**config.mk**
```make
export PLATFORM = sky130hd
export DESIGN_NAME = alu_muldiv
export DESIGN_NICKNAME = d
export VERILOG_FILES = /design/src/rtl/alu_pkg.sv /design/src/rtl/muldiv_iter.sv /design/src/rtl/alu_muldiv.sv
export SDC_FILE = /design/constraint.sdc
export NUM_CORES = 1
export LEC_CHECK = 0
export ABC_AREA = 1
export BUFFER_PORTS_ARGS = -buffer_cell sky130_fd_sc_hd__buf_2
export CAP_MARGIN = 20
export CORE_MARGIN = 10
export CORE_UTILIZATION = 25
export CTS_CLUSTER_SIZE = 25
export DETAILED_ROUTE_END_ITERATION = 10
export MAX_ROUTING_LAYER = met4
export PLACE_DENSITY = 0.38
export RECOVER_POWER = 100
export SYNTH_ARGS = -nofsm -noshare
export SYNTH_HDL_FRONTEND = slang
export SYNTH_SLANG_ARGS = --single-unit
```
**constraint.sdc**
```tcl
create_clock -name clk -period 4.1 [get_ports clk]
set_input_delay 0.205 -clock clk [delete_from_list [all_inputs] [get_ports clk]]
set_output_delay 0.205 -clock clk [all_outputs]
set_load 0.01 [all_outputs]
```
**src/rtl/alu_pkg.sv**
```systemverilog
// Shared ALU definitions: op codes, mul/div FSM states and the
// magnitude/sign helper used by the multiply/divide unit.
package alu_pkg;

   // Widest operand the magnitude helper supports (WIDTH must stay below).
   localparam int MAXW = 128;

   localparam logic [4:0] ALU_ADD   = 5'h00;
   localparam logic [4:0] ALU_SUB   = 5'h01;
   localparam logic [4:0] ALU_AND   = 5'h02;
   localparam logic [4:0] ALU_OR    = 5'h03;
   localparam logic [4:0] ALU_XOR   = 5'h04;
   localparam logic [4:0] ALU_NOR   = 5'h05;
   localparam logic [4:0] ALU_SLT   = 5'h06;
   localparam logic [4:0] ALU_SLTU  = 5'h07;
   localparam logic [4:0] ALU_SLL   = 5'h08;
   localparam logic [4:0] ALU_SRL   = 5'h09;
   localparam logic [4:0] ALU_SRA   = 5'h0A;
   localparam logic [4:0] ALU_LUI   = 5'h0B;
   localparam logic [4:0] ALU_MULT  = 5'h10;
   localparam logic [4:0] ALU_MULTU = 5'h11;
   localparam logic [4:0] ALU_DIV   = 5'h12;
   localparam logic [4:0] ALU_DIVU  = 5'h13;
   localparam logic [4:0] ALU_MTHI  = 5'h14;
   localparam logic [4:0] ALU_MTLO  = 5'h15;
   localparam logic [4:0] ALU_MFHI  = 5'h16;
   localparam logic [4:0] ALU_MFLO  = 5'h17;

   typedef enum logic [1:0] {IDLE, MUL, DIV} muldiv_state_e;

   typedef struct packed {
      logic            neg;
      logic [MAXW-1:0] mag;
   } abs_sign_t;

   // x arrives already sign- or zero-extended to MAXW bits, so the low
   // WIDTH bits of the magnitude are exact even for the most-negative value.
   function automatic abs_sign_t abs_sign(input logic [MAXW-1:0] x);
      abs_sign_t r;
      r.neg = x[MAXW-1];
      r.mag = r.neg ? (~x + 1'b1) : x;
      return r;
   endfunction

endpackage

```
**src/rtl/muldiv_iter.sv**
```systemverilog
// Shared radix-2 shift-add / restoring-divide datapath with step counter.
// Ports: clk, resetn, i_load (latch magnitudes), i_step (iterate),
// i_is_div (divide select), i_a/i_b magnitudes, o_last (final step),
// o_hi_nxt/o_lo_nxt (value after the current step).
module muldiv_iter #(
   parameter int WIDTH = 32,
   parameter int CNT_W = $clog2(WIDTH+1)
) (
   input  logic             clk,
   input  logic             resetn,
   input  logic             i_load,
   input  logic             i_step,
   input  logic             i_is_div,
   input  logic [WIDTH-1:0] i_a,
   input  logic [WIDTH-1:0] i_b,
   output logic             o_last,
   output logic [WIDTH-1:0] o_hi_nxt,
   output logic [WIDTH-1:0] o_lo_nxt
);

   logic [WIDTH-1:0] r_acc;
   logic [WIDTH-1:0] r_q;
   logic [WIDTH-1:0] r_b;
   logic [CNT_W-1:0] r_cnt;

   logic [WIDTH:0]   w_sum;
   logic [WIDTH:0]   w_diff;
   logic [WIDTH-1:0] w_sh;

   assign w_sum  = {1'b0, r_acc} + (r_q[0] ? {1'b0, r_b} : '0);
   assign w_sh   = {r_acc[WIDTH-2:0], r_q[WIDTH-1]};
   assign w_diff = {r_acc[WIDTH-1], w_sh} - {1'b0, r_b};
   assign o_last = (r_cnt == CNT_W'(WIDTH-1));

   always_comb begin
      o_hi_nxt = r_acc;
      o_lo_nxt = r_q;
      if (i_is_div) begin
         // Borrow bit clear means the trial subtraction fits.
         if (!w_diff[WIDTH]) begin
            o_hi_nxt = w_diff[WIDTH-1:0];
            o_lo_nxt = {r_q[WIDTH-2:0], 1'b1};
         end else begin
            o_hi_nxt = w_sh;
            o_lo_nxt = {r_q[WIDTH-2:0], 1'b0};
         end
      end else begin
         o_hi_nxt = w_sum[WIDTH:1];
         o_lo_nxt = {w_sum[0], r_q[WIDTH-1:1]};
      end
   end

   always_ff @(posedge clk or negedge resetn) begin
      if (!resetn) begin
         r_acc <= '0;
         r_q   <= '0;
         r_b   <= '0;
         r_cnt <= '0;
      end else if (i_load) begin
         r_acc <= '0;
         r_q   <= i_a;
         r_b   <= i_b;
         r_cnt <= '0;
      end else if (i_step) begin
         r_acc <= o_hi_nxt;
         r_q   <= o_lo_nxt;
         r_cnt <= r_cnt + 1'b1;
      end
   end

endmodule

```
**src/rtl/alu_muldiv.sv**
```systemverilog
// Multi-cycle multiply/divide unit owning the architectural HI/LO pair.
// Ports: clk, resetn, start, op, a, b, cancel in; busy, done, hi, lo out.
// ALU_MULDIV_FAST_MUL_EN selects a single-cycle array multiplier.
module alu_muldiv
   import alu_pkg::*;
#(
   parameter  int WIDTH = 32,
   localparam int CNT_W = $clog2(WIDTH+1)
) (
   input  logic             clk,
   input  logic             resetn,
   input  logic             start,
   input  logic [4:0]       op,
   input  logic [WIDTH-1:0] a,
   input  logic [WIDTH-1:0] b,
   input  logic             cancel,
   output logic             busy,
   output logic             done,
   output logic [WIDTH-1:0] hi,
   output logic [WIDTH-1:0] lo
);

   muldiv_state_e r_state, w_state_nxt;

   logic [WIDTH-1:0] r_hi, r_lo, r_a;
   logic r_done, r_neg_q, r_neg_r, r_dz;

   logic w_is_mul, w_is_div, w_signed, w_go, w_fin;
   logic w_it_mul, w_load, w_last, w_neg_a, w_neg_b;
   logic [WIDTH-1:0] w_mag_a, w_mag_b, w_hi_nxt, w_lo_nxt;
   logic [WIDTH-1:0] w_quot, w_rem;
   logic [2*WIDTH-1:0] w_prod;
   logic [MAXW-WIDTH-1:0] w_unused_a, w_unused_b;
   abs_sign_t w_abs_a, w_abs_b;

   assign w_is_mul = (op == ALU_MULT) | (op == ALU_MULTU);
   assign w_is_div = (op == ALU_DIV) | (op == ALU_DIVU);
   assign w_signed = (op == ALU_MULT) | (op == ALU_DIV);
   assign w_go     = start & ~cancel & (r_state == IDLE);

   assign w_abs_a = abs_sign({{(MAXW-WIDTH){w_signed & a[WIDTH-1]}}, a});
   assign w_abs_b = abs_sign({{(MAXW-WIDTH){w_signed & b[WIDTH-1]}}, b});
   assign {w_unused_a, w_mag_a} = w_abs_a.mag;
   assign {w_unused_b, w_mag_b} = w_abs_b.mag;
   assign w_neg_a = w_abs_a.neg;
   assign w_neg_b = w_abs_b.neg;

`ifdef ALU_MULDIV_FAST_MUL_EN
   logic [2*WIDTH-1:0] w_fast;
   assign w_it_mul = 1'b0;
   assign w_fast   = {{WIDTH{1'b0}}, w_mag_a} * {{WIDTH{1'b0}}, w_mag_b};
`else
   assign w_it_mul = w_is_mul;
`endif

   assign w_load = w_go & (w_it_mul | w_is_div);
   assign w_fin  = (r_state != IDLE) & ~cancel & w_last;

   muldiv_iter #(.WIDTH(WIDTH), .CNT_W(CNT_W)) u_iter (
      .clk      (clk),
      .resetn   (resetn),
      .i_load   (w_load),
      .i_step   (r_state != IDLE),
      .i_is_div (r_state == DIV),
      .i_a      (w_mag_a),
      .i_b      (w_mag_b),
      .o_last   (w_last),
      .o_hi_nxt (w_hi_nxt),
      .o_lo_nxt (w_lo_nxt)
   );

   assign w_prod = r_neg_q ? -{w_hi_nxt, w_lo_nxt} : {w_hi_nxt, w_lo_nxt};
   assign w_quot = r_neg_q ? -w_lo_nxt : w_lo_nxt;
   assign w_rem  = r_neg_r ? -w_hi_nxt : w_hi_nxt;

   always_comb begin
      w_state_nxt = r_state;
      unique case (r_state)
         IDLE: begin
            if (w_go & w_it_mul) w_state_nxt = MUL;
            else if (w_go & w_is_div) w_state_nxt = DIV;
         end
         MUL, DIV: begin
            if (cancel | w_last) w_state_nxt = IDLE;
         end
         default: w_state_nxt = IDLE;
      endcase
   end

   always_ff @(posedge clk or negedge resetn) begin
      if (!resetn) r_state <= IDLE;
      else         r_state <= w_state_nxt;
   end

   always_ff @(posedge clk or negedge resetn) begin
      if (!resetn) begin
         r_hi    <= '0;
         r_lo    <= '0;
         r_a     <= '0;
         r_done  <= 1'b0;
         r_neg_q <= 1'b0;
         r_neg_r <= 1'b0;
         r_dz    <= 1'b0;
      end else begin
         r_done <= 1'b0;
         if (w_go & (op == ALU_MTHI)) r_hi <= a;
         if (w_go & (op == ALU_MTLO)) r_lo <= a;
         if (w_load) begin
            r_neg_q <= w_neg_a ^ w_neg_b;
            r_neg_r <= w_neg_a;
            r_dz    <= (b == '0);
            r_a     <= a;
         end
`ifdef ALU_MULDIV_FAST_MUL_EN
         if (w_go & w_is_mul) begin
            {r_hi, r_lo} <= (w_neg_a ^ w_neg_b) ? -w_fast : w_fast;
            r_done       <= 1'b1;
         end
`endif
         if (w_fin) begin
            r_done <= 1'b1;
            if (r_state == MUL) begin
               {r_hi, r_lo} <= w_prod;
            end else if (r_dz) begin
               // Divide by zero leaves the raw dividend in HI.
               r_hi <= r_a;
               r_lo <= '1;
            end else begin
               r_hi <= w_rem;
               r_lo <= w_quot;
            end
         end
      end
   end

   assign busy = (r_state != IDLE);
   assign done = r_done;
   assign hi   = r_hi;
   assign lo   = r_lo;

endmodule

```
==> flow_summary.json <==
{
  "status": "finished with violations",
  "violations": "max-capacitance violations, max-slew violations",
  "dieHeight_um": 301,
  "synth_seq_cells": 204,
  "critPathMaxStageDelay_ns": 0.40,
  "syn_nets": 3452,
  "vias": 23111,
  "synth-simple-area-share": 0.403,
  "relSlewSlack": -0.709,
  "drive_gt1_frac": 0.163,
  "layout_min_cycle_time_ns": 3.93,
  "pwr_density_cell_mw_per_mm2": 1050,
  "pre_cts_slack_ns": -0.173,
  "worst_ir_drop_vdd_mv": 0.517,
  "cts_root_buffer": "clkbuf_16",
  "synth-edff-count": 0,
  "avgSynthCellArea_sq_um": 5.98,
  "drt_iter0_markers": 1968,
  "postSynthCellCount": 3305,
  "hold_depth": 3,
  "power_mw": 26.6,
  "place.detailed.hpwl_um": 81500,
  "total_leakage_power_nw": 12.6,
  "gp_congestion": 0.949,
  "place_inst": 4631,
  "io_pins": 139,
  "muxShareOfSynthArea": 0,
  "path_buf_inv": 3,
  "nets": 3821,
  "hold_viol": 0,
  "cts_buffer_depth": 3,
  "final_common_cell": "nand2_1",
  "worst_setup_path_end_kind": "register",
  "multiInputGateArea_sq_mm": 0.0130,
  "diodes": 0,
  "hold_path.startpoint": "b[3]",
  "clock_latency_ns": 0.62,
  "gr-total-overflow": 0,
  "maxCapViolations": 2,
  "yosysSeqAreaShare": 0.258,
  "finalWorstSetupSlack_ns": 0.169,
  "final_cells": 4745,
  "numClockSinks": 204,
  "post-route-drc-count": 0,
  "grt_usage": 0.223,
  "timing.critical_path.arrival_ns": 4.40,
  "cts_tree": "built",
  "r2r_start": "u_iter.r_b[0]",
  "nFillCells": 8902,
  "hold-path-endpoint": "u_iter.r_b[3]",
  "synth_compound_area_frac": 0.155,
  "critPathTopFamily": "simple AND/OR/NAND/NOR gates",
  "path_max_fanout": 4,
  "fin_setup_tns_ns": 0,
  "synth_top_family_by_area": "simple AND/OR/NAND/NOR gates",
  "grt_max_degree": 88,
  "grt_pass1_vias": 22225,
  "die-area_sq_mm": 0.0908,
  "layout.area.seq_sq_mm": 0.00511,
  "setup_viol": 0,
  "async_reset_ff_frac": 1.00,
  "fmax_ghz": 0.254,
  "cp_slowest_cell": "dfrtp_1",
  "hp-class": "in -> reg",
  "r2r.worst_path.cells": 29,
  "cts-htree-levels": 1,
  "rrSetupSlack_ns": 0.17,
  "initial_core_util": 0.251,
  "syn_area_sq_mm": 0.0198,
  "final_core_util": 0.321,
  "area_growth_pct": 27.8,
  "post_drt_wl_per_cell_um": 21.4,
  "grt_antenna_before_repair": 1,
  "cp.required_ns": 4.57,
  "io_buffers": 138,
  "r2r-end": "hi[2]",
  "clkTransAtPathRegs_ns": 0.06,
  "yosys_warnings": 0,
  "core_sq_mm": 0.0787,
  "path_class": "reg -> reg",
  "drtAntennaViolNets": 0,
  "synthFlopType": "dfrtp_1",
  "crit_top_cell": "nand2_4",
  "rows": 103,
  "skew_ns": 0.0373,
  "cts_made_buffers": 30,
  "synth.distinct_cells": 61,
  "fin_crit_sh": 0.959,
  "cp-start-kind": "register",
  "routed_via_density": 4.87,
  "synthXorXnorAreaFrac": 0.0217,
  "worst_slew_pin_slew_ns": 2.56,
  "grt_pass1_wl_um": 149000,
  "wirelength_um": 101000,
  "first_pass_iters": 5,
  "yosys.area_share.adder": 0.0476,
  "die_w_um": 301,
  "rsz0062_at_grt": "true",
  "slew_violations": 142,
  "final_cell_mix": "nand2_1 (1,054), inv_1 (434), nand3_1 (286), nor2_1 (267), buf_4 (258)"
}
-- state kept, by name (all words and copies together), names as in the netlist --
register and cells:
r_dz 1, done 1, r_a 32, r_neg_r 1, r_neg_q 1, u_iter.r_cnt 6
u_iter.r_acc 32, lo 32, u_iter.r_b 32, hi 32, u_iter.r_q 32, r_state 2
-- worst min-delay path: cells and delay by family --
family,cells,cell delay [ns]
xor gates and xnor gates,1,0.09
buffers and inverters,1,0.11
AOI/OAI and AO/OA,1,0.16
-- worst max-delay path by stage --
| stage | cells after the start | from | to |
|---|---|---|---|
| floorplan | 29 | u_iter.r_b[0] | hi[2] |
| global placement | 31 | u_iter.r_b[0] | hi[20] |
| detailed placement | 31 | u_iter.r_b[0] | hi[20] |
| CTS | 31 | u_iter.r_b[0] | hi[20] |
| global route | 30 | u_iter.r_acc[18] | hi[24] |
| finish | 29 | u_iter.r_b[0] | hi[2] |
-- stage by stage --
step | hold WS [ns] | instance area, sq um
4_1_cts | 0.00100 | 24800
6_report | 0.0196 | 25300
5_1_grt | 0.0413 | 25300
3_3_place_gp | 0.268 | 23300
2_1_floorplan | -0.0906 | 19800
3_5_place_dp | 0.273 | 23300
-- what timing repair did --
action | 4_1_cts | 5_1_grt
hold endpoints to repair | 138 | 0
buffers inserted | 3 | 16
gates resized for setup | 6 | 125
setup endpoints to repair | 21 | 35
hold buffers | 42 | 0
pin swaps | 8 | 40
-- Yosys cell counts (7+ instances only) --
cell / number / area [sq um]
nor3_1: 53 / 265
nor4_1: 9 / 56.3
o221ai_1: 13 / 114
nand2_2: 31 / 194
nor2_2: 27 / 169
nand2_1: 1076 / 4040
nor2_1: 285 / 1070
o21a_1: 9 / 67.6
nand3b_1: 15 / 113
xnor2_1: 21 / 184
nand4_1: 36 / 225
buf_1: 15 / 56.3
xor2_1: 28 / 245
dfrtp_1: 204 / 5100
o21ai_1: 19 / 95.1
nand3_1: 290 / 1450
inv_2: 9 / 33.8
buf_2: 17 / 85.1
inv_1: 450 / 1690
o21bai_1: 7 / 52.6
o22ai_1: 30 / 188
ha_1: 72 / 901
or2_2: 11 / 68.8
o21ai_0: 255 / 1280
clkbuf_1: 75 / 282
a31oi_1: 8 / 50.1
a21oi_1: 116 / 581
o211ai_1: 43 / 323
-- cell families (layout without fill, tap and decap cells) --
family	count (synthesis)	count (layout)
buffers and inverters	581	971
DFF	204	204
xor gates and xnor gates	49	49
AOI/OAI and AO/OA	536	536
adders and majority gates	74	74
and+or+nand+nor	1861	1861
-- final cells by class --
cell class | instances | share of cell area
clock buffer | 43 | 0.0344
clock inverter | 10 | 0.00525
inverter | 465 | 0.0693
multi-input combinational | 2520 | 0.513
sequential | 204 | 0.202
tap | 1050 | 0.0520
timing repair buffer | 453 | 0.124
-- report_power, final --
| part | internal [mW] | switching, mW | leakage, nW |
|---|---|---|---|
| clock | 1.59 | 1.13 | 0.495 |
| combinational | 7.14 | 13.0 | 9.52 |
| sequential | 2.95 | 0.790 | 2.58 |
| total | 11.7 | 14.9 | 12.6 |
-- per-layer routing --
metal | share of wire | global-route usage | vias up | wire length, um
li1 | - | - | 11437 | -
met1 | 0.47 | 0.306 | 10971 | 47900
met2 | 0.46 | 0.354 | 606 | 46600
met3 | 0.047 | 0.0194 | 97 | 4780
met4 | 0.020 | 0.0435 | 0 | 2050
met5 | 0 | - | - | 0
Power figures use the tool's default switching activity.
